==> src/rtl/otbn_pq_pkg.sv <==
// Shared constants and types for the OTBN post-quantum loop controller.
// Control SPR address map, decoded instruction flags and counter limits.
package otbn_pq_pkg;

  localparam int unsigned XyMod   = 5;
  localparam int unsigned XyW     = 3;
  localparam int unsigned RcLimit = 24;
  localparam int unsigned RcW     = 5;
  localparam int unsigned IdxW    = 8;

  typedef enum logic [7:0] {
    PqctrlM     = 8'h00,
    PqctrlJ2    = 8'h01,
    PqctrlJ     = 8'h02,
    PqctrlIdx0  = 8'h03,
    PqctrlIdx1  = 8'h04,
    PqctrlMode  = 8'h05,
    PqctrlX     = 8'h06,
    PqctrlY     = 8'h07,
    PqctrlRcIdx = 8'h08
  } pqctrlspr_e;

  // Field order matters: the first field is the MSB of the packed vector.
  typedef struct packed {
    logic sl_m;
    logic sl_j2;
    logic inc_j;
    logic set_idx;
    logic inc_idx;
    logic inc_x;
    logic inc_y;
    logic rc_idx_inc;
    logic ictrlspr_wr_insn;
    logic ictrlspr_rs_insn;
  } insn_dec_shared_pq_t;

endpackage

==> src/rtl/otbn_pq_mod_counter.sv <==
// Modulo counter with load priority over increment and a registered wrap pulse.
// The limit is either the Limit parameter or, with DynLimit set, the limit_i port.
module otbn_pq_mod_counter #(
  parameter int unsigned Width    = 3,
  parameter int unsigned Limit    = 5,
  parameter bit          DynLimit = 1'b0
) (
  input  logic             clk_i,
  input  logic             rst_ni,
  input  logic             load_i,
  input  logic [Width-1:0] load_val_i,
  input  logic             inc_i,
  input  logic [Width-1:0] limit_i,
  output logic [Width-1:0] cnt_o,
  output logic             wrap_o
);

  logic [Width-1:0] cnt_q, cnt_d, limit;
  logic [Width:0]   inc_sum;
  logic             hit;
  logic             wrap_q, wrap_d;

  assign limit = DynLimit ? limit_i : Width'(Limit);

  // One extra bit so an all-ones count still compares correctly against the limit.
  assign inc_sum = {1'b0, cnt_q} + {{Width{1'b0}}, 1'b1};
  assign hit     = inc_sum >= {1'b0, limit};

  always_comb begin
    cnt_d  = cnt_q;
    wrap_d = 1'b0;
    if (load_i) begin
      cnt_d = load_val_i;
    end else if (inc_i) begin
      if (hit) begin
        cnt_d  = '0;
        wrap_d = 1'b1;
      end else begin
        cnt_d = inc_sum[Width-1:0];
      end
    end
  end

  always_ff @(posedge clk_i) begin
    if (!rst_ni) begin
      cnt_q  <= '0;
      wrap_q <= 1'b0;
    end else begin
      cnt_q  <= cnt_d;
      wrap_q <= wrap_d;
    end
  end

  assign cnt_o  = cnt_q;
  assign wrap_o = wrap_q;

endmodule

==> src/rtl/otbn_pq_loop_ctrl.sv <==
// Loop/index control registers for OTBN post-quantum instructions.
// Updates happen only on committed instructions; explicit writes beat increments.
module otbn_pq_loop_ctrl
  import otbn_pq_pkg::*;
#(
  parameter int unsigned PqctrlW = 32
) (
  input  logic                clk_i,
  input  logic                rst_ni,
  input  logic                commit_i,
  input  insn_dec_shared_pq_t insn_dec_shared_i,
  input  logic [7:0]          ctrl_addr_i,
  input  logic [31:0]         ctrl_wdata_i,
  output logic [31:0]         ctrl_rdata_o,
  output logic                ctrl_err_o,
  output logic [PqctrlW-1:0]  m_o,
  output logic [PqctrlW-1:0]  j2_o,
  output logic [PqctrlW-1:0]  j_o,
  output logic [PqctrlW-1:0]  mode_o,
  output logic [IdxW-1:0]     idx0_o,
  output logic [IdxW-1:0]     idx1_o,
  output logic [XyW-1:0]      x_o,
  output logic [XyW-1:0]      y_o,
  output logic [RcW-1:0]      rc_idx_o,
  output logic                j_wrap_o
);

  logic               access, mapped, upd;
  logic [31:0]        wr_val;
  logic               ld_m, ld_j2, ld_j, ld_idx0, ld_idx1, ld_mode, ld_x, ld_y, ld_rc;
  logic [PqctrlW-1:0] m_q, m_d, j2_q, j2_d, mode_q, mode_d, j_cnt;
  logic [IdxW-1:0]    idx0_q, idx0_d, idx1_q, idx1_d, idx1_set;
  logic [XyW-1:0]     x_cnt, y_cnt, x_ld, y_ld;
  logic [RcW-1:0]     rc_cnt, rc_ld;
  logic               j_wrap, x_wrap, y_wrap, rc_wrap;
  logic               unused_wrap;

  assign access = insn_dec_shared_i.ictrlspr_wr_insn | insn_dec_shared_i.ictrlspr_rs_insn;

  always_comb begin
    mapped       = 1'b1;
    ctrl_rdata_o = '0;
    case (ctrl_addr_i)
      PqctrlM:     ctrl_rdata_o = 32'(m_q);
      PqctrlJ2:    ctrl_rdata_o = 32'(j2_q);
      PqctrlJ:     ctrl_rdata_o = 32'(j_cnt);
      PqctrlIdx0:  ctrl_rdata_o = 32'(idx0_q);
      PqctrlIdx1:  ctrl_rdata_o = 32'(idx1_q);
      PqctrlMode:  ctrl_rdata_o = 32'(mode_q);
      PqctrlX:     ctrl_rdata_o = 32'(x_cnt);
      PqctrlY:     ctrl_rdata_o = 32'(y_cnt);
      PqctrlRcIdx: ctrl_rdata_o = 32'(rc_cnt);
      default:     mapped = 1'b0;
    endcase
  end

  assign ctrl_err_o = access & ~mapped;
  // A faulting access freezes the whole block for that cycle.
  assign upd        = commit_i & ~ctrl_err_o;
  assign wr_val     = insn_dec_shared_i.ictrlspr_rs_insn ? (ctrl_rdata_o | ctrl_wdata_i)
                                                         : ctrl_wdata_i;

  always_comb begin
    {ld_m, ld_j2, ld_j, ld_idx0, ld_idx1, ld_mode, ld_x, ld_y, ld_rc} = '0;
    if (upd && access) begin
      case (ctrl_addr_i)
        PqctrlM:     ld_m    = 1'b1;
        PqctrlJ2:    ld_j2   = 1'b1;
        PqctrlJ:     ld_j    = 1'b1;
        PqctrlIdx0:  ld_idx0 = 1'b1;
        PqctrlIdx1:  ld_idx1 = 1'b1;
        PqctrlMode:  ld_mode = 1'b1;
        PqctrlX:     ld_x    = 1'b1;
        PqctrlY:     ld_y    = 1'b1;
        PqctrlRcIdx: ld_rc   = 1'b1;
        default:     ;
      endcase
    end
  end

  // Coordinate registers can never hold out-of-range values, even via read-set.
  assign x_ld     = XyW'(wr_val % 32'(XyMod));
  assign y_ld     = XyW'(wr_val % 32'(XyMod));
  assign rc_ld    = (wr_val >= 32'(RcLimit)) ? '0 : RcW'(wr_val);
  assign idx1_set = IdxW'(j_cnt) + IdxW'(j2_q);

  always_comb begin
    m_d    = m_q;
    j2_d   = j2_q;
    mode_d = mode_q;
    idx0_d = idx0_q;
    idx1_d = idx1_q;

    if (ld_m) m_d = PqctrlW'(wr_val);
    else if (upd && insn_dec_shared_i.sl_m) m_d = m_q << 1;

    if (ld_j2) j2_d = PqctrlW'(wr_val);
    else if (upd && insn_dec_shared_i.sl_j2) j2_d = j2_q >> 1;

    if (ld_mode) mode_d = PqctrlW'(wr_val);

    if (upd && insn_dec_shared_i.set_idx) begin
      idx0_d = IdxW'(j_cnt);
      idx1_d = idx1_set;
    end
    if (upd && insn_dec_shared_i.inc_idx) begin
      idx0_d = idx0_d + IdxW'(1);
      idx1_d = idx1_d + IdxW'(1);
    end
    if (ld_idx0) idx0_d = IdxW'(wr_val);
    if (ld_idx1) idx1_d = IdxW'(wr_val);
  end

  always_ff @(posedge clk_i) begin
    if (!rst_ni) begin
      m_q    <= PqctrlW'(1);
      j2_q   <= '0;
      mode_q <= '0;
      idx0_q <= '0;
      idx1_q <= '0;
    end else begin
      m_q    <= m_d;
      j2_q   <= j2_d;
      mode_q <= mode_d;
      idx0_q <= idx0_d;
      idx1_q <= idx1_d;
    end
  end

  otbn_pq_mod_counter #(.Width(XyW), .Limit(XyMod), .DynLimit(1'b0)) u_x_cnt (
    .clk_i      (clk_i),
    .rst_ni     (rst_ni),
    .load_i     (ld_x),
    .load_val_i (x_ld),
    .inc_i      (upd & insn_dec_shared_i.inc_x),
    .limit_i    ('0),
    .cnt_o      (x_cnt),
    .wrap_o     (x_wrap)
  );

  otbn_pq_mod_counter #(.Width(XyW), .Limit(XyMod), .DynLimit(1'b0)) u_y_cnt (
    .clk_i      (clk_i),
    .rst_ni     (rst_ni),
    .load_i     (ld_y),
    .load_val_i (y_ld),
    .inc_i      (upd & insn_dec_shared_i.inc_y),
    .limit_i    ('0),
    .cnt_o      (y_cnt),
    .wrap_o     (y_wrap)
  );

  otbn_pq_mod_counter #(.Width(RcW), .Limit(RcLimit), .DynLimit(1'b0)) u_rc_cnt (
    .clk_i      (clk_i),
    .rst_ni     (rst_ni),
    .load_i     (ld_rc),
    .load_val_i (rc_ld),
    .inc_i      (upd & insn_dec_shared_i.rc_idx_inc),
    .limit_i    ('0),
    .cnt_o      (rc_cnt),
    .wrap_o     (rc_wrap)
  );

  // J wraps against the live J2 value; J2 = 0 therefore wraps on every increment.
  otbn_pq_mod_counter #(.Width(PqctrlW), .Limit(0), .DynLimit(1'b1)) u_j_cnt (
    .clk_i      (clk_i),
    .rst_ni     (rst_ni),
    .load_i     (ld_j),
    .load_val_i (PqctrlW'(wr_val)),
    .inc_i      (upd & insn_dec_shared_i.inc_j),
    .limit_i    (j2_q),
    .cnt_o      (j_cnt),
    .wrap_o     (j_wrap)
  );

  assign unused_wrap = ^{x_wrap, y_wrap, rc_wrap};

  assign m_o      = m_q;
  assign j2_o     = j2_q;
  assign j_o      = j_cnt;
  assign mode_o   = mode_q;
  assign idx0_o   = idx0_q;
  assign idx1_o   = idx1_q;
  assign x_o      = x_cnt;
  assign y_o      = y_cnt;
  assign rc_idx_o = rc_cnt;
  assign j_wrap_o = j_wrap;

endmodule

==> config.mk <==
export PLATFORM = sky130hd
export DESIGN_NAME = otbn_pq_loop_ctrl
export DESIGN_NICKNAME = d
export VERILOG_FILES = /design/src/rtl/otbn_pq_pkg.sv /design/src/rtl/otbn_pq_mod_counter.sv /design/src/rtl/otbn_pq_loop_ctrl.sv
export SDC_FILE = /design/constraint.sdc
export NUM_CORES = 1
export LEC_CHECK = 0
export BUFFER_PORTS_ARGS = -buffer_cell sky130_fd_sc_hd__buf_4
export CAP_MARGIN = 10
export CELL_PAD_IN_SITES_DETAIL_PLACEMENT = 2
export CELL_PAD_IN_SITES_GLOBAL_PLACEMENT = 2
export CORE_MARGIN = 5
export CORE_UTILIZATION = 33
export CTS_BUF_LIST = sky130_fd_sc_hd__clkbuf_4
export CTS_CLUSTER_SIZE = 16
export DETAILED_ROUTE_END_ITERATION = 7
export HOLD_SLACK_MARGIN = 0.1
export PLACE_DENSITY_LB_ADDON = 0.05
export RECOVER_POWER = 25
export SKIP_CTS_REPAIR_TIMING = 1
export SYNTH_ARGS = -nofsm -noshare
export SYNTH_HDL_FRONTEND = slang
export SYNTH_SLANG_ARGS = --single-unit
==> constraint.sdc <==
create_clock -name clk_i -period 12.4 [get_ports clk_i]
set_input_delay 0.62 -clock clk_i [delete_from_list [all_inputs] [get_ports clk_i]]
set_output_delay 0.62 -clock clk_i [all_outputs]
set_load 0.005 [all_outputs]
==> impl_metrics.yaml, run 1 <==
floorplan:
  coreArea_mm2: 0.0409
  die_h_um: 214
  boundaryPins: 242
  die_w_um: 214
  rows: 74
  die-area_mm2: 0.0457
  start_util_pct: 33.5
sta:
  min_period_ps: 11920
  finalSetupTns_ps: 0
  max_freq_mhz: 83.9
  finalMaxSlewViolations: 0
  tightest_slew_ps: 1160
  finalCritPeriodShare_pct: 96.1
  hold_viol: 0
  final.setup.worst_slack_ps: 483
  skew_ps: 42.3
  maxSlewHeadroom_pct: 22.7
  setup_viol: 0
flow_run:
  drv_cap: 0
cells_and_area:
  multi_input_area_mm2: 0.0102
  instances_no_fill: 2604
  fillers: 4744
  regArea_mm2: 0.00312
  final_util_pct: 41.7
  areaGrowthSynthToFinish_pct: 24.6
  nets: 2163
  drive_above_1_share_pct: 22.4
setup_path:
  crit_fanout: 12
  cpMaxStageDelayCell: "or4_4"
  cp-start-kind: "input pin"
  crit_required_ps: 13080
  rrSetupSlack_ps: 590
  worstSetupPathType: "in2reg"
  arrival_ps: 12600
  timing.rr.end: "u_x_cnt.cnt_o[0]"
  end_kind: "flip-flop"
  rr_worst_depth: 50
  r2r-start: "m_o[26]"
  cpMostUsedCell: "buf_4"
  critPathMaxStageDelay_ps: 550
hold_path:
  hp-class: "in2reg"
  hold_path_depth: 4
  min_from: "ctrl_wdata_i[28]"
  hold_end: "mode_o[28]"
place:
  io_buffers: 241
  dp.cells: 2550
  gp_congestion: 0.932
  post-place-ws_ps: -798
  dp_hpwl_mm: 53.2
run_status:
  outcome: "finished clean"
synth:
  synth_seq_area_share_pct: 22.8
  synth_area_mm2: 0.0137
  synth_flop_cell: "dfxtp_1"
  avgSynthCellArea_um2: 7.51
  synthArstFlopShare_pct: 0
  synth_seq_cells: 156
  synth.distinct_cells: 103
  synth_edf_count: 0
  syn_nets: 1930
  syn_inst: 1825
  yosys_warnings: 0
clock_network:
  cts_tree: "yes"
  insertion_delay_ps: 780
  clock_path_buffers: 2
  cts_root_buffer: "clkbuf_4"
  htree_levels: 4
  clock_sinks: 156
  path_clk_slew_ps: 160
  cts_buffers: 17
global_routing:
  grt.total_usage_pct: 29.9
  grt_pass1_wl_mm: 105
  antenna_found_initial: 2
  grt_max_degree: 99
  grt_pass1_vias: 16783
  overflow: 0
drt:
  vias: 16322
  met2_length_mm: 34.2
  wl_met1_mm: 31.8
  drcViolationCount: 0
  met3RoutedLength_mm: 3.61
  first_iter_violations: 970
  viasPerCell: 6.27
  routed.top_layer: "met4"
  drt-total-wl_mm: 71.3
  wire_per_inst_um: 27.4
  drt-pass1-iter-count: 5
  antenna_left: 0
pwr:
  power_density_mw_per_mm2: 99.9
  power_uw: 1710
  max-vdd-ir-drop_uv: 60.8
  leakage_uw: 0.00780
cells in the mapped netlist (30+ instances only):
library cell / number / share of area, %
inv_1: 51 / 1.4
o211ai_1: 44 / 2.4
nor2b_1: 43 / 2.0
nand3_1: 111 / 4.1
nor2_1: 79 / 2.2
nand2_1: 272 / 7.4
dfxtp_1: 156 / 23
ha_1: 51 / 4.7
a22oi_1: 42 / 2.3
o21ai_0: 61 / 2.2
xnor2_1: 36 / 2.3
a21o_1: 45 / 2.5
a21oi_1: 99 / 3.6
o211a_1: 76 / 5.5
and3_1: 48 / 2.2
clkbuf_1: 108 / 3.0
nor3_1: 47 / 1.7
nand4_1: 30 / 1.4
cell usage in the layout, fill, tap and decap left out, types with 42 or more instances in the layout:
cell type,count
nor3_1,42
a21oi_1,96
ha_1,51
a22oi_1,42
buf_4,271
nor2_1,79
inv_1,51
a21o_1,45
o211a_1,76
dfxtp_1,156
clkbuf_4,80
nand3_1,111
o21ai_0,58
and3_1,48
o211ai_1,44
nand2_1,268
logic make-up (layout without fill, tap and decap cells):
kind of cell	Yosys count	in the layout	share of synthesized area, %
AO/OA/AOI/OAI	598	599	33.8
buffers and inverters	198	441	5.86
multiplexers	34	34	2.79
XOR/XNOR	61	61	3.90
adder cells (fa/ha/maj)	53	53	4.88
flip-flops	156	156	22.8
other	0	2	0
AND/OR/NAND/NOR	725	726	25.9
flip-flops by register name, indices dropped and copies added, names as in the netlist, 3 cells and up:
signal,count
m_o,32
u_j_cnt.cnt_o,32
u_y_cnt.cnt_o,3
u_rc_cnt.cnt_o,5
u_x_cnt.cnt_o,3
j2_o,32
idx1_o,8
idx0_o,8
mode_o,32
power breakdown:
| group | total, uW | switching, uW | leakage (uW) | internal [uW] |
|---|---|---|---|---|
| combinational | 810 | 493 | 0.00637 | 316 |
| sequential | 507 | 3.18 | 0.00126 | 503 |
| clock | 391 | 228 | 0.000170 | 162 |
| total | 1710 | 725 | 0.00780 | 982 |
per-stage QoR:
step / hold slack, ps / cell area (um^2)
after CTS: 49.5 / 16700
after detailed placement: 523 / 16400
final: 253 / 17100
after global routing: 210 / 17100
after global placement: 510 / 16400
after floorplan: 495 / 13700
worst max path at each step:
stage / start / end / slack (ps)
2_1_floorplan: ctrl_addr_i[0] / u_x_cnt.cnt_o[0] / 1030
3_3_place_gp: ctrl_addr_i[5] / u_y_cnt.cnt_o[0] / -230
3_5_place_dp: ctrl_addr_i[5] / u_x_cnt.cnt_o[0] / -800
4_1_cts: m_o[27] / u_x_cnt.cnt_o[0] / -50
5_1_grt: ctrl_addr_i[5] / u_y_cnt.cnt_o[0] / -100
6_report: ctrl_addr_i[5] / u_x_cnt.cnt_o[0] / 480
metal layers:
layer / up-vias / track usage (%)
met3: 99 / 5.68
li1: 7373 / -
met4: 0 / 8.60
met2: 448 / 50.3
met1: 8402 / 39.3
met5: - / 0
critical path: cells and delay by family:
kind | cells | cell delay (ps)
buffers and inverters | 8 | 1310
AO/OA/AOI/OAI | 26 | 5910
AND/OR/NAND/NOR | 13 | 3810
multiplexers | 1 | 170
XOR/XNOR | 2 | 400
adder cells (fa/ha/maj) | 2 | 370
final cells by class:
type | count | area share (%)
antenna | 2 | 0.0293
clock buffer | 19 | 0.835
clock inverter | 12 | 1.01
inverter | 51 | 1.12
multi-input combinational | 1473 | 59.5
sequential | 156 | 18.3
tap | 532 | 3.90
timing repair buffer | 359 | 15.3
Note: power is estimated with default switching activity, not from simulation.
==> run 2: changes to the inputs <==
--- a/config.mk
+++ b/config.mk
@@ -15,7 +15,7 @@
 export CTS_CLUSTER_SIZE = 16
 export DETAILED_ROUTE_END_ITERATION = 7
 export HOLD_SLACK_MARGIN = 0.1
-export PLACE_DENSITY_LB_ADDON = 0.05
+export PLACE_DENSITY = 0.84
 export RECOVER_POWER = 25
 export SKIP_CTS_REPAIR_TIMING = 1
 export SYNTH_ARGS = -nofsm -noshare
==> run 2 against run 1 <==
Net effect:
- flip-flop and latch count stayed put
- count of clock-buffer cells in the layout fell by 2
- register-to-register slack worse by 230 ps
- clock power decreased by 4%
- largest cell class unchanged
- hold slack gained 4.6 ps
- final cell count grew 0.35%
- sequential power barely moved
- non-clock buffer count rose by 11
- worst setup slack worse by 180 ps
- die area stayed put
==> impl_metrics.yaml, run 2 (same netlist as run 1, synthesis figures left out) <==
setup_path:
  cp-start-kind: "input pin"
  cpMostUsedCell: "buf_4"
  crit_fanout: 12
  worstSetupPathType: "in2reg"
  critPathMaxStageDelay_ps: 600
  end_kind: "flip-flop"
  crit_required_ps: 12980
  arrival_ps: 12670
  cpMaxStageDelayCell: "or4b_4"
clock_network:
  clock_sinks: 156
  cts_root_buffer: "clkbuf_4"
  cts_tree: "yes"
  insertion_delay_ps: 680
  clock_path_buffers: 2
  htree_levels: 4
  cts_buffers: 17
  path_clk_slew_ps: 160
floorplan:
  die-area_mm2: 0.0457
  coreArea_mm2: 0.0409
  die_h_um: 214
  rows: 74
  die_w_um: 214
  boundaryPins: 242
  start_util_pct: 33.5
drt:
  first_iter_violations: 1388
  drcViolationCount: 0
  antenna_left: 0
  viasPerCell: 6.42
  vias: 16776
  wire_per_inst_um: 27.9
  drt-pass1-iter-count: 6
  drt-total-wl_mm: 72.9
place:
  io_buffers: 241
  placed_area_mm2: 0.0165
  post-place-ws_ps: -531
  dp_hpwl_mm: 54.0
  gp_congestion: 0.962
pwr:
  leakage_uw: 0.00781
  power_density_mw_per_mm2: 102
  max-vdd-ir-drop_uv: 57.9
cells_and_area:
  final_util_pct: 41.7
  most-common-layout-cells: "buf_4 (281), nand2_1 (268), dfxtp_1 (156), nand3_1 (111), a21oi_1 (96)"
  finalInstanceArea_mm2: 0.0171
  final_common_cell: "buf_4"
  drive_above_1_share_pct: 22.9
  areaGrowthSynthToFinish_pct: 24.6
  nets: 2172
  fillers: 4751
sta:
  hold_viol: 0
  tightest_slew_ps: 1250
  whs_ps: 258
  maxSlewHeadroom_pct: 16.9
  max_freq_mhz: 82.7
  skew_ps: 42.7
  setup_viol: 0
  finalCritPeriodShare_pct: 97.5
  min_period_ps: 12100
  finalMaxSlewViolations: 0
  final.setup.worst_slack_ps: 304
global_routing:
  grt_max_degree: 93
  grt_pass1_wl_mm: 109
  antenna_found_initial: 1
  grt_pass1_vias: 17623
  overflow: 0
  grt.total_usage_pct: 30.6
run_status:
  outcome: "finished clean"
flow_run:
  drv_cap: 0
hold_path:
  hp-class: "in2reg"
==> run 2: cell count changes in the layout (fill, tap and decap cells not counted), moves of 3 or more <==
| cell | delta |
|---|---|
| a2111oi_4 | -3 |
| a2111oi_2 | +3 |
| clkbuf_1 | +3 |
| nor2_4 | -3 |
| clkbuf_4 | -5 |
| inv_6 | +5 |
| o21ai_1 | -3 |
| buf_4 | +10 |
| inv_8 | +4 |
| a221oi_2 | -3 |
==> run 2: per-stage QoR <==
| step | std cells | setup TNS, ps | power (uW) |
|---|---|---|---|
| finish | 2613 | 0 | 1740 |
| global route | 2613 | -531 | 1810 |
| CTS | 2603 | 0 | 1680 |
| detailed placement | 2571 | -2080 | 1300 |
| global placement | 2571 | -8.40 | 1270 |
| floorplan | 1825 | 0 | 994 |
==> run 2: area by class of cell <==
| type | count | area (um^2) | share of cell area, % |
|---|---|---|---|
| tap | 532 | 666 | 3.90 |
| timing repair buffer | 370 | 2700 | 15.8 |
| clock inverter | 15 | 174 | 1.02 |
| inverter | 51 | 191 | 1.12 |
| multi-input combinational | 1471 | 10100 | 59.1 |
| clock buffer | 17 | 128 | 0.747 |
| antenna | 1 | 2.50 | 0.0146 |
| sequential | 156 | 3120 | 18.3 |
==> run 2: worst paths after layout <==
check	from	end	slack, ps	depth (start not counted)
worst max-delay path	ctrl_addr_i[5]	u_y_cnt.cnt_o[0]	300	54
worst min-delay path	insn_dec_shared_i[7]	u_j_cnt.wrap_o	260	3
worst max register to register	j2_o[26]	u_y_cnt.cnt_o[0]	360	52
worst min register to register	mode_o[21]	mode_o[21]	540	1
==> run 2: layer usage <==
metal	share of wire, %	GRT usage [%]	vias up
li1	-	-	7386
met1	43	41.3	8645
met2	47	50.7	607
met3	6.1	3.47	138
met4	3.4	11.0	0
met5	0	0	-
==> run 2: where the power goes <==
part | internal [uW] | switching [uW]
sequential | 504 | 3.25
clock | 128 | 247
combinational | 352 | 508
==> run 2: critical path: cells and delay by family <==
family / cells / cell delay [ps]
AOI/OAI and AO/OA: 24 / 5720
xor gates and xnor gates: 2 / 290
and+or+nand+nor: 16 / 3640
adders and majority gates: 2 / 390
muxes: 2 / 700
buffers and inverters: 8 / 1320
==> run 3: changes to the inputs <==
--- a/config.mk
+++ b/config.mk
@@ -10,12 +10,13 @@
 export CELL_PAD_IN_SITES_DETAIL_PLACEMENT = 2
 export CELL_PAD_IN_SITES_GLOBAL_PLACEMENT = 2
 export CORE_MARGIN = 5
-export CORE_UTILIZATION = 33
+export CORE_UTILIZATION = 36
 export CTS_BUF_LIST = sky130_fd_sc_hd__clkbuf_4
-export CTS_CLUSTER_SIZE = 16
+export CTS_CLUSTER_SIZE = 10
 export DETAILED_ROUTE_END_ITERATION = 7
 export HOLD_SLACK_MARGIN = 0.1
-export PLACE_DENSITY = 0.84
+export MAX_ROUTING_LAYER = met4
+export PLACE_DENSITY = 0.91
 export RECOVER_POWER = 25
 export SKIP_CTS_REPAIR_TIMING = 1
 export SYNTH_ARGS = -nofsm -noshare
==> constraint.sdc (replaced) <==
create_clock -name clk_i -period 14.75 [get_ports clk_i]
set_input_delay 0.7375 -clock clk_i [delete_from_list [all_inputs] [get_ports clk_i]]
set_output_delay 0.7375 -clock clk_i [all_outputs]
set_load 0.005 [all_outputs]
==> run 3 against run 2 <==
Net effect:
- sequential share of layout area grew 1.1 points
- flip-flop and latch count is the same
- combinational power shrank 34%
- total power shrank 25%
- global-route usage grew 3.7 points
- critical path depth shrank 8
- first-iteration DRC count shrank 7.9%
- hold slack gained 84 ps
- non-clock buffer count shrank 88
- via count shrank 0.87%
- register-to-register slack gained 720 ps
==> impl_metrics.yaml, run 3 (same netlist as run 1, synthesis figures left out) <==
clock_network:
  cts_root_buffer: "clkbuf_4"
  cts_tree: "yes"
  htree_levels: 4
  cts_buffers: 17
  clock_path_buffers: 2
  path_clk_slew_ps: 160
  insertion_delay_ps: 680
  clock_sinks: 156
global_routing:
  grt.total_usage_pct: 34.3
  overflow: 0
  antenna_found_initial: 2
  grt_pass1_vias: 18142
  grt_pass1_wl_mm: 110
  grt_max_degree: 89
floorplan:
  die_w_um: 205
  boundaryPins: 242
  coreArea_mm2: 0.0377
  start_util_pct: 36.4
  die-area_mm2: 0.0421
  die_h_um: 205
  rows: 71
setup_path:
  cpMaxStageDelayCell: "nor2b_1"
  cp-start-kind: "input pin"
  crit_fanout: 29
  end_kind: "flip-flop"
  cpMostUsedCell: "a21oi_1"
  critPathMaxStageDelay_ps: 670
  critPathBufInv: 3
  crit_required_ps: 15320
  cpLargestDelayFamily: "compound AO/OA/AOI/OAI gates"
  worstSetupPathType: "in2reg"
  arrival_ps: 14500
place:
  post-place-ws_ps: 325
  dp.cells: 2469
  gp_congestion: 0.940
  io_buffers: 241
  dp_hpwl_mm: 53.6
cells_and_area:
  areaGrowthSynthToFinish_pct: 17.4
  multi_input_area_mm2: 0.00983
  regArea_mm2: 0.00312
  instances_no_fill: 2504
  most-common-layout-cells: "nand2_1 (270), buf_4 (196), dfxtp_1 (156), nand3_1 (111), a21oi_1 (96)"
  drive_above_1_share_pct: 17.4
  nets: 2084
  final_common_cell: "nand2_1"
  fillers: 4429
  final_util_pct: 42.7
pwr:
  seqPwrFrac_pct: 32.8
  combPwrFrac_pct: 43.5
  clock_power_share_pct: 23.7
  power.internal_uw: 734
  power_density_mw_per_mm2: 80.6
  p_sw_uw: 563
  leakage_uw: 0.00730
  max-vdd-ir-drop_uv: 51.9
  power_switching_share_pct: 43.4
sta:
  max_freq_mhz: 71.8
  whs_ps: 342
  tightest_slew_ps: 1250
  min_period_ps: 13930
  finalSetupTns_ps: 0
  final.setup.worst_slack_ps: 817
  finalCritPeriodShare_pct: 94.5
  rsz0062_at_grt: "false"
  hold_viol: 0
  maxSlewHeadroom_pct: 16.5
  finalMaxSlewViolations: 0
  skew_ps: 39.6
  setup_viol: 0
drt:
  drt-total-wl_mm: 72.5
  vias: 16630
  drt-pass1-iter-count: 7
  wire_per_inst_um: 28.9
  viasPerCell: 6.64
  first_iter_violations: 1279
  antenna_left: 0
  drcViolationCount: 0
run_status:
  outcome: "finished clean"
hold_path:
  hp-class: "in2reg"
flow_run:
  drv_cap: 0
run 3: changes by cell type in the layout (fill, tap and decap cells not counted), moves of 4 or more:
cell,previous run,this run
buf_4,281,196
clkbuf_4,75,79
inv_6,5,1
inv_8,4,0
nor3_1,40,47
nor3_2,10,3
nor4_1,18,23
nor4_2,5,1
run 3: path summary, 6_finish.rpt:
check / cells after the start / to / from / slack, ps
hold / removal: 3 / u_j_cnt.wrap_o / insn_dec_shared_i[7] / 340
setup / recovery: 46 / u_y_cnt.cnt_o[1] / ctrl_addr_i[1] / 820
setup reg to reg: 45 / u_y_cnt.cnt_o[1] / m_o[27] / 1080
hold reg to reg: 1 / mode_o[6] / mode_o[6] / 550
run 3: area by class of cell:
| class | count | share of cell area [%] |
|---|---|---|
| diodes | 2 | 0.0311 |
| clock buffers | 20 | 0.933 |
| clock inverters | 11 | 0.894 |
| inverters | 51 | 1.19 |
| multi-input cells | 1471 | 61.1 |
| flip-flops and latches | 156 | 19.4 |
| well taps | 511 | 3.97 |
| repair buffers | 282 | 12.5 |
run 3: power by group through the flow:
stage	registers (uW)	logic [uW]	clock network, uW
after floorplan	434	401	0
after global placement	435	516	0
after detailed placement	435	547	0
after CTS	426	552	308
after global routing	426	602	327
final	426	564	307
run 3: metal layers:
| metal | GRT usage (%) | routed length, um |
|---|---|---|
| met4 | 14.4 | 3300 |
| met3 | 5.98 | 5310 |
| met1 | 41.6 | 29400 |
| met2 | 56.6 | 34500 |
| met5 | - | 0 |
run 3: stage by stage:
step                      total power (uW)  area (um^2)
after CTS                             1290        16200
after detailed placement               982        15900
final                                 1300        16100
after global placement                 951        15900
after global routing                  1360        16100
after floorplan                        835        13700
run 3: worst register-to-register path, delay by kind of cell (launching register included):
kind	cells	cell delay, ps
compound gates	27	8090
simple gates	11	3400
fa+ha+maj	2	540
mux	2	470
flops	1	430
xor+xnor	1	330
buf+inv	2	300
